`config.mk`:
```
export PLATFORM = sky130hd
export DESIGN_NAME = alu_muldiv
export DESIGN_NICKNAME = d
export VERILOG_FILES = /design/src/rtl/muldiv_pkg.sv /design/src/rtl/muldiv_step.sv /design/src/rtl/alu_muldiv.sv
export SDC_FILE = /design/constraint.sdc
export NUM_CORES = 1
export LEC_CHECK = 0
export BUFFER_PORTS_ARGS = -buffer_cell sky130_fd_sc_hd__buf_4
export CAP_MARGIN = 10
export CORE_MARGIN = 8
export CORE_UTILIZATION = 35
export CTS_CLUSTER_SIZE = 10
export DETAILED_ROUTE_END_ITERATION = 7
export MAX_ROUTING_LAYER = met4
export PLACE_DENSITY_LB_ADDON = 0.08
export SYNTH_ARGS = -nofsm -noshare
export SYNTH_HDL_FRONTEND = slang
export SYNTH_HIERARCHICAL = 1
export SYNTH_SLANG_ARGS = --single-unit
```
`constraint.sdc`:
```
create_clock -name clk -period 5.9 [get_ports clk]
set_input_delay 0.885 -clock clk [delete_from_list [all_inputs] [get_ports clk]]
set_output_delay 0.885 -clock clk [all_outputs]
set_load 0.005 [all_outputs]
```
`src/rtl/muldiv_pkg.sv`:
```
`default_nettype none
// +----------------------------------------------------------------------------+
// | Module      : muldiv_pkg                                                    |
// | Description : Shared types and helpers for the iterative RV32M mul/div unit |
// | Revision    : 1.0  initial release                                          |
// +----------------------------------------------------------------------------+
package muldiv_pkg;

    // RV32M funct3 encodings
    typedef enum logic [2:0] {
        OP_MUL    = 3'b000,
        OP_MULH   = 3'b001,
        OP_MULHSU = 3'b010,
        OP_MULHU  = 3'b011,
        OP_DIV    = 3'b100,
        OP_DIVU   = 3'b101,
        OP_REM    = 3'b110,
        OP_REMU   = 3'b111
    } muldiv_op_e;

    typedef enum logic [1:0] {
        IDLE = 2'd0,
        CALC = 2'd1,
        FIX  = 2'd2,
        DONE = 2'd3
    } muldiv_state_e;

    function automatic logic is_div(input muldiv_op_e op);
        return (op == OP_DIV) || (op == OP_DIVU) || (op == OP_REM) || (op == OP_REMU);
    endfunction

    function automatic logic is_rem(input muldiv_op_e op);
        return (op == OP_REM) || (op == OP_REMU);
    endfunction

    function automatic logic is_signed_a(input muldiv_op_e op);
        return (op == OP_MULH) || (op == OP_MULHSU) || (op == OP_DIV) || (op == OP_REM);
    endfunction

    function automatic logic is_signed_b(input muldiv_op_e op);
        return (op == OP_MULH) || (op == OP_DIV) || (op == OP_REM);
    endfunction

endpackage
`default_nettype wire

```
`src/rtl/muldiv_step.sv`:
```
`default_nettype none
// +----------------------------------------------------------------------------+
// | Module      : muldiv_step                                                   |
// | Description : One radix-2 iteration: shift-add multiply or restoring divide |
// | Revision    : 1.0  initial release                                          |
// +----------------------------------------------------------------------------+
// Accumulator layout (2W+1 bits):
//   multiply : {upper partial product (W+1), multiplier bits still to consume (W)}
//   divide   : {partial remainder (W+1), dividend bits -> quotient bits (W)}
module muldiv_step #(
    parameter int DATA_WIDTH = 32
) (
    input  logic [2*DATA_WIDTH:0]  acc,
    input  logic [DATA_WIDTH-1:0]  operand,
    input  logic                   mode,      // 1 = divide, 0 = multiply
    output logic [2*DATA_WIDTH:0]  acc_next
);
    localparam int W = DATA_WIDTH;

    logic [W:0] w_sum;
    logic [W:0] w_rem_shift;
    logic [W:0] w_trial;

    // Single iteration of either algorithm; the partial remainder never exceeds W bits,
    // so shifting drops only its always-zero top bit.
    always_comb begin
        w_sum       = acc[2*W:W] + (acc[0] ? {1'b0, operand} : {(W+1){1'b0}});
        w_rem_shift = acc[2*W-1:W-1];
        w_trial     = w_rem_shift - {1'b0, operand};
        acc_next    = '0;
        if (mode) begin
            if (w_trial[W]) begin
                acc_next = {w_rem_shift, acc[W-2:0], 1'b0};
            end else begin
                acc_next = {w_trial, acc[W-2:0], 1'b1};
            end
        end else begin
            acc_next = {1'b0, w_sum, acc[W-1:1]};
        end
    end

endmodule
`default_nettype wire

```
`src/rtl/alu_muldiv.sv`:
```
`default_nettype none
// +----------------------------------------------------------------------------+
// | Module      : alu_muldiv                                                    |
// | Description : Iterative RV32M multiply/divide unit, valid/ready in and out  |
// | Revision    : 1.0  initial release                                          |
// +----------------------------------------------------------------------------+
module alu_muldiv
    import muldiv_pkg::*;
#(
    parameter int DATA_WIDTH    = 32,
    parameter int OPCODE_LENGTH = 3
) (
    input  logic                     clk,
    input  logic                     reset,
    input  logic                     in_valid,
    output logic                     in_ready,
    input  logic [DATA_WIDTH-1:0]    SrcA,
    input  logic [DATA_WIDTH-1:0]    SrcB,
    input  logic [OPCODE_LENGTH-1:0] Operation,
    input  logic                     flush,
    output logic                     out_valid,
    input  logic                     out_ready,
    output logic [DATA_WIDTH-1:0]    ALUResult
);
    localparam int W  = DATA_WIDTH;
    localparam int CW = $clog2(DATA_WIDTH) + 1;
    localparam logic [W-1:0]  C_MIN_INT  = {1'b1, {(W-1){1'b0}}};
    localparam logic [W-1:0]  C_ALL_ONES = {W{1'b1}};
    localparam logic [CW-1:0] C_LAST_CNT = CW'(W - 1);

    muldiv_state_e r_state, w_next_state;
    muldiv_op_e    r_op, w_op;
    logic [CW-1:0] r_count;
    logic [W-1:0]  r_opnd;
    logic [W-1:0]  r_res;
    logic [2*W:0]  r_acc;
    logic [2*W:0]  w_acc_step;
    logic          r_neg;

    logic          w_accept, w_a_neg, w_b_neg, w_neg;
    logic          w_div_zero, w_ovf, w_special;
    logic [W-1:0]  w_mag_a, w_mag_b, w_special_res;
    logic [2*W-1:0] w_prod;
    logic [W-1:0]  w_div_raw, w_div_fix, w_fix_res;

    assign w_op = muldiv_op_e'(Operation);

    // Decode the offered operation: magnitudes, result sign and early-out cases
    always_comb begin
        w_a_neg    = is_signed_a(w_op) && SrcA[W-1];
        w_b_neg    = is_signed_b(w_op) && SrcB[W-1];
        w_mag_a    = w_a_neg ? -SrcA : SrcA;
        w_mag_b    = w_b_neg ? -SrcB : SrcB;
        w_neg      = is_rem(w_op) ? w_a_neg : (w_a_neg ^ w_b_neg);
        w_div_zero = is_div(w_op) && (SrcB == '0);
        w_ovf      = ((w_op == OP_DIV) || (w_op == OP_REM)) &&
                     (SrcA == C_MIN_INT) && (SrcB == C_ALL_ONES);
        w_special  = w_div_zero || w_ovf;
        if (w_div_zero) begin
            w_special_res = is_rem(w_op) ? SrcA : C_ALL_ONES;
        end else begin
            w_special_res = is_rem(w_op) ? '0 : C_MIN_INT;
        end
        w_accept = (r_state == IDLE) && in_valid && !flush;
    end

    muldiv_step #(
        .DATA_WIDTH (DATA_WIDTH)
    ) u_step (
        .acc      (r_acc),
        .operand  (r_opnd),
        .mode     (is_div(r_op)),
        .acc_next (w_acc_step)
    );

    // Sign fixup and selection of the architectural result half
    always_comb begin
        w_prod    = r_neg ? -r_acc[2*W-1:0] : r_acc[2*W-1:0];
        w_div_raw = is_rem(r_op) ? r_acc[2*W-1:W] : r_acc[W-1:0];
        w_div_fix = r_neg ? -w_div_raw : w_div_raw;
        if (is_div(r_op)) begin
            w_fix_res = w_div_fix;
        end else if (r_op == OP_MUL) begin
            w_fix_res = w_prod[W-1:0];
        end else begin
            w_fix_res = w_prod[2*W-1:W];
        end
    end

    // State register
    always_ff @(posedge clk or posedge reset) begin
        if (reset) begin
            r_state <= IDLE;
        end else begin
            r_state <= w_next_state;
        end
    end

    // Next-state and handshake logic; flush aborts from any state
    always_comb begin
        w_next_state = r_state;
        in_ready     = 1'b0;
        case (r_state)
            IDLE: begin
                in_ready = 1'b1;
                if (in_valid && !flush) begin
                    w_next_state = w_special ? DONE : CALC;
                end
            end
            CALC: begin
                if (flush) begin
                    w_next_state = IDLE;
                end else if (r_count == '0) begin
                    w_next_state = FIX;
                end
            end
            FIX: begin
                w_next_state = flush ? IDLE : DONE;
            end
            DONE: begin
                if (flush || (out_valid && out_ready)) begin
                    w_next_state = IDLE;
                end
            end
            default: w_next_state = IDLE;
        endcase
    end

    // Operand latch, iteration and fixup datapath
    always_ff @(posedge clk or posedge reset) begin
        if (reset) begin
            r_op    <= OP_MUL;
            r_neg   <= 1'b0;
            r_opnd  <= '0;
            r_acc   <= '0;
            r_count <= '0;
            r_res   <= '0;
        end else begin
            case (r_state)
                IDLE: begin
                    if (w_accept) begin
                        r_op    <= w_op;
                        r_neg   <= w_neg;
                        r_count <= C_LAST_CNT;
                        r_opnd  <= is_div(w_op) ? w_mag_b : w_mag_a;
                        r_acc   <= {{(W+1){1'b0}}, (is_div(w_op) ? w_mag_a : w_mag_b)};
                        if (w_special) begin
                            r_res <= w_special_res;
                        end
                    end
                end
                CALC: begin
                    r_acc <= w_acc_step;
                    if (r_count != '0) begin
                        r_count <= r_count - 1'b1;
                    end
                end
                FIX: begin
                    r_res <= w_fix_res;
                end
                default: ;
            endcase
        end
    end

    // Output register: loads on the first DONE cycle, holds until taken
    always_ff @(posedge clk or posedge reset) begin
        if (reset) begin
            out_valid <= 1'b0;
            ALUResult <= '0;
        end else if (flush) begin
            out_valid <= 1'b0;
        end else if (r_state == DONE) begin
            if (!out_valid) begin
                out_valid <= 1'b1;
                ALUResult <= r_res;
            end else if (out_ready) begin
                out_valid <= 1'b0;
            end
        end
    end

endmodule
`default_nettype wire

```
==> flow_metrics.env <==
export IMPL_cts_tree="yes"
export IMPL_gp_routability_congestion=0.975
export IMPL_wl_per_cell_um=27.8
export IMPL_tns_ns=0
export IMPL_yosys_top_cells_count="nand2_1 (281), nor2_1 (206), o21ai_0 (177), dfrtp_1 (174), a21oi_1 (157)"
export IMPL_synth_compound_area_frac=0.249
export IMPL_cts_max_level=4
export IMPL_grt_pass1_vias=17800
export IMPL_clockPowerShare=0.130
export IMPL_synth_xor_xnor_area_share=0.0850
export IMPL_nFillCells=5366
export IMPL_crit_fanout=16
export IMPL_pwr_share_comb=0.608
export IMPL_cp_start_kind="flip-flop"
export IMPL_setup_viol=0
export IMPL_cts_buffer_depth=2
export IMPL_antenna_found_initial=0
export IMPL_drive_above_1_share=0.131
export IMPL_yosysMostFrequentCell="nand2_1"
export IMPL_ir_drop_v=0.000241
export IMPL_cts_resized=0
export IMPL_cp_required_ns=6.27
export IMPL_yosysTopAreaCell="dfrtp_1"
export IMPL_ys_seq_area_frac=0.243
export IMPL_cts_setup_buffers=0
export IMPL_slew_violations=0
export IMPL_min_path_type="flip-flop to flip-flop"
export IMPL_pwr_share_seq=0.261
export IMPL_antenna_left=0
export IMPL_grt_pass1_wl_mm=123
export IMPL_fin_cells=3015
export IMPL_synth_seq_cells=174
export IMPL_fin_nets=2470
export IMPL_wl_mm=83.7
export IMPL_total_power_uw=10200
export IMPL_std_cell_rows=83
export IMPL_drcViolationCount=0
export IMPL_hpwl_mm=63.0
export IMPL_crit_arrival_ns=4.80
export IMPL_grt_max_degree=129
export IMPL_synth_main_ff_cell="dfrtp_1"
export IMPL_portBuffers=105
export IMPL_grt_usage=0.284
export IMPL_synthSimpleGateAreaFrac=0.224
export IMPL_insertion_delay_ns=0.50
export IMPL_numCtsBuffers=17
export IMPL_dp_cells=2985
export IMPL_synthDistinctLibCells=98
export IMPL_vias_per_cell=6.23
export IMPL_max_slew_margin=0.231
export IMPL_fin_skew_ns=0.0162
export IMPL_grt_ovfl_total=0
export IMPL_syn_area_mm2=0.0179
export IMPL_synth_area_mux_share=0.0900
export IMPL_cts_root_buf="clkbuf_16"
export IMPL_clk_pin_slew_ns=0.08
export IMPL_max_stage_delay_ns=0.52
export IMPL_die_h_um=242
export IMPL_fin_crit_sh=0.751
export IMPL_synth_top_family_by_area="compound AO/OA/AOI/OAI gates"
export IMPL_syn_avg_cell_area_um2=7.70
export IMPL_clock_sinks=174
export IMPL_dr_pass1_iters=7
export IMPL_power_density_mw_per_mm2=516
export IMPL_synthArstFlopShare=1.00
export IMPL_internal_power_uw=4900
export IMPL_period_minus_slack_ns=4.43
export IMPL_vias=18800
export IMPL_die_w_um=242
export IMPL_tightest_slew_ns=1.15
export IMPL_p_switching_uw=5320
export IMPL_maxCapViolations=0
export IMPL_core_mm2=0.0510
export IMPL_synthAdderAreaFrac=0.0525
export IMPL_power_leakage_uw=0.00810
export IMPL_path_class="flip-flop to flip-flop"
export IMPL_holdBufCountCts=0
export IMPL_io_pins=106
export IMPL_num_antenna_cells=0
export IMPL_status="finished, final reports clean"
export IMPL_synthesis_nets=2476
export IMPL_slowest_stage="dfrtp_1"
export IMPL_synth_top_area_frac=0.243
export IMPL_p_sw_frac=0.521
export IMPL_rsz0062_at_grt="false"
export IMPL_cp_end_kind="flip-flop"
export IMPL_dr_first_iter_drc_count=1981
export IMPL_die_area_mm2=0.0587
export IMPL_synth_cells=2330
export IMPL_max_freq_ghz=0.226
export IMPL_finalHoldViolations=0
export IMPL_synth_edf_count=0
export IMPL_yosys_warnings=6
export IMPL_area_growth_synth_to_final_pct=10.6
export IMPL_start_util=0.352
export IMPL_synthTopCellsByArea="dfrtp_1 (24%), nand2_1 (5.9%), ha_1 (5.0%)"
export IMPL_path_cells="inv_1 > ha_1 > fa_1 > nand2b_1 > a211oi_2 > o21ai_1 > or3_4 > nand2_4 > a31oi_4 > o31ai_4 > nand3_1 > nand2_1 > ha_1 > inv_1 > or3_1 > o22ai_1 > a221o_1 > nand2_1 > o21ai_0"
==> stage by stage <==
stage	area, um^2	worst slack, ns	hold WS (ns)	util
global route	19800	1.21	0.515	0.389
finish	19800	1.47	0.487	0.389
global placement	19200	1.54	0.478	0.377
floorplan	17900	0.298	0.444	-
detailed placement	19200	1.50	0.483	0.377
CTS	19800	1.51	0.500	0.389
==> worst paths after layout <==
kind,to,from,slack (ns),cells after the start
max,r_acc[61]$_DFFE_PP0P_,r_acc[31]$_DFFE_PP0P_,1.47,19
min,r_res[17]$_DFFE_PP0P_,r_res[17]$_DFFE_PP0P_,0.49,2
max reg2reg,r_acc[61]$_DFFE_PP0P_,r_acc[31]$_DFFE_PP0P_,1.47,19
min reg2reg,r_res[17]$_DFFE_PP0P_,r_res[17]$_DFFE_PP0P_,0.49,2
max in group asynchronous,r_acc[39]$_DFFE_PP0P_,reset,3.93,3
min in group asynchronous,ALUResult[30]$_DFFE_PP0P_,reset,0.61,2
==> cell type report <==
class	count	area, um^2	share of cell area
clock buffer	17	425	0.0215
clock inverter	13	203	0.0102
inverter	65	251	0.0127
multi-input combinational	1914	12600	0.635
sequential	174	4360	0.220
tap	680	851	0.0429
timing repair buffer	152	1140	0.0576
==> worst max-delay path: cells and delay by family, from the launching register on <==
kind                     cells  cell delay (ns)
AO/OA/AOI/OAI                7             1.17
AND/OR/NAND/NOR              7             1.15
adder cells (fa/ha/maj)      3             0.87
buffers and inverters        2             0.59
flip-flops                   1             0.52
==> logic make-up after synthesis <==
kind of cell,count (synthesis)
flip-flops,174
buffers and inverters,242
multiplexers,152
adder cells (fa/ha/maj),74
AO/OA/AOI/OAI,686
XOR/XNOR,174
AND/OR/NAND/NOR,828
==> flip-flops by register name, summed over array words and instances, names as in the netlist <==
name and cells:
r_state 2, r_opnd 32, out_valid 1, r_acc 65, r_count 6, ALUResult 32, r_res 32, r_op 3
r_neg 1
==> layout by cell type, fill, tap and decap left out, types with 61 or more instances in the layout <==
master / synthesis / final
xor2_1: 79 / 79
mux2i_1: 78 / 78
inv_1: 62 / 61
nand2_1: 281 / 281
o21ai_0: 177 / 177
dfrtp_1: 174 / 172
ha_1: 72 / 72
mux2_2: 73 / 73
nor2_1: 206 / 205
xnor2_1: 95 / 95
a21oi_1: 157 / 157
buf_4: 10 / 152
==> power groups by stage <==
stage | clock, uW | combinational, uW | sequential [uW]
3_5_place_dp | 0 | 6110 | 2660
5_1_grt | 1410 | 6770 | 2720
4_1_cts | 1370 | 6140 | 2640
6_report | 1330 | 6220 | 2670
2_1_floorplan | 0 | 4590 | 2050
3_3_place_gp | 0 | 6120 | 2660
==> per-layer routing <==
| metal | global-route usage | wire length [um] | up-vias |
|---|---|---|---|
| met3 | 0.0457 | 5330 | 140 |
| met2 | 0.417 | 36500 | 832 |
| met5 | - | 0 | - |
| li1 | - | - | 8490 |
| met4 | 0.0913 | 2530 | 0 |
| met1 | 0.395 | 39300 | 9333 |
(Power assumes the default switching activity.)
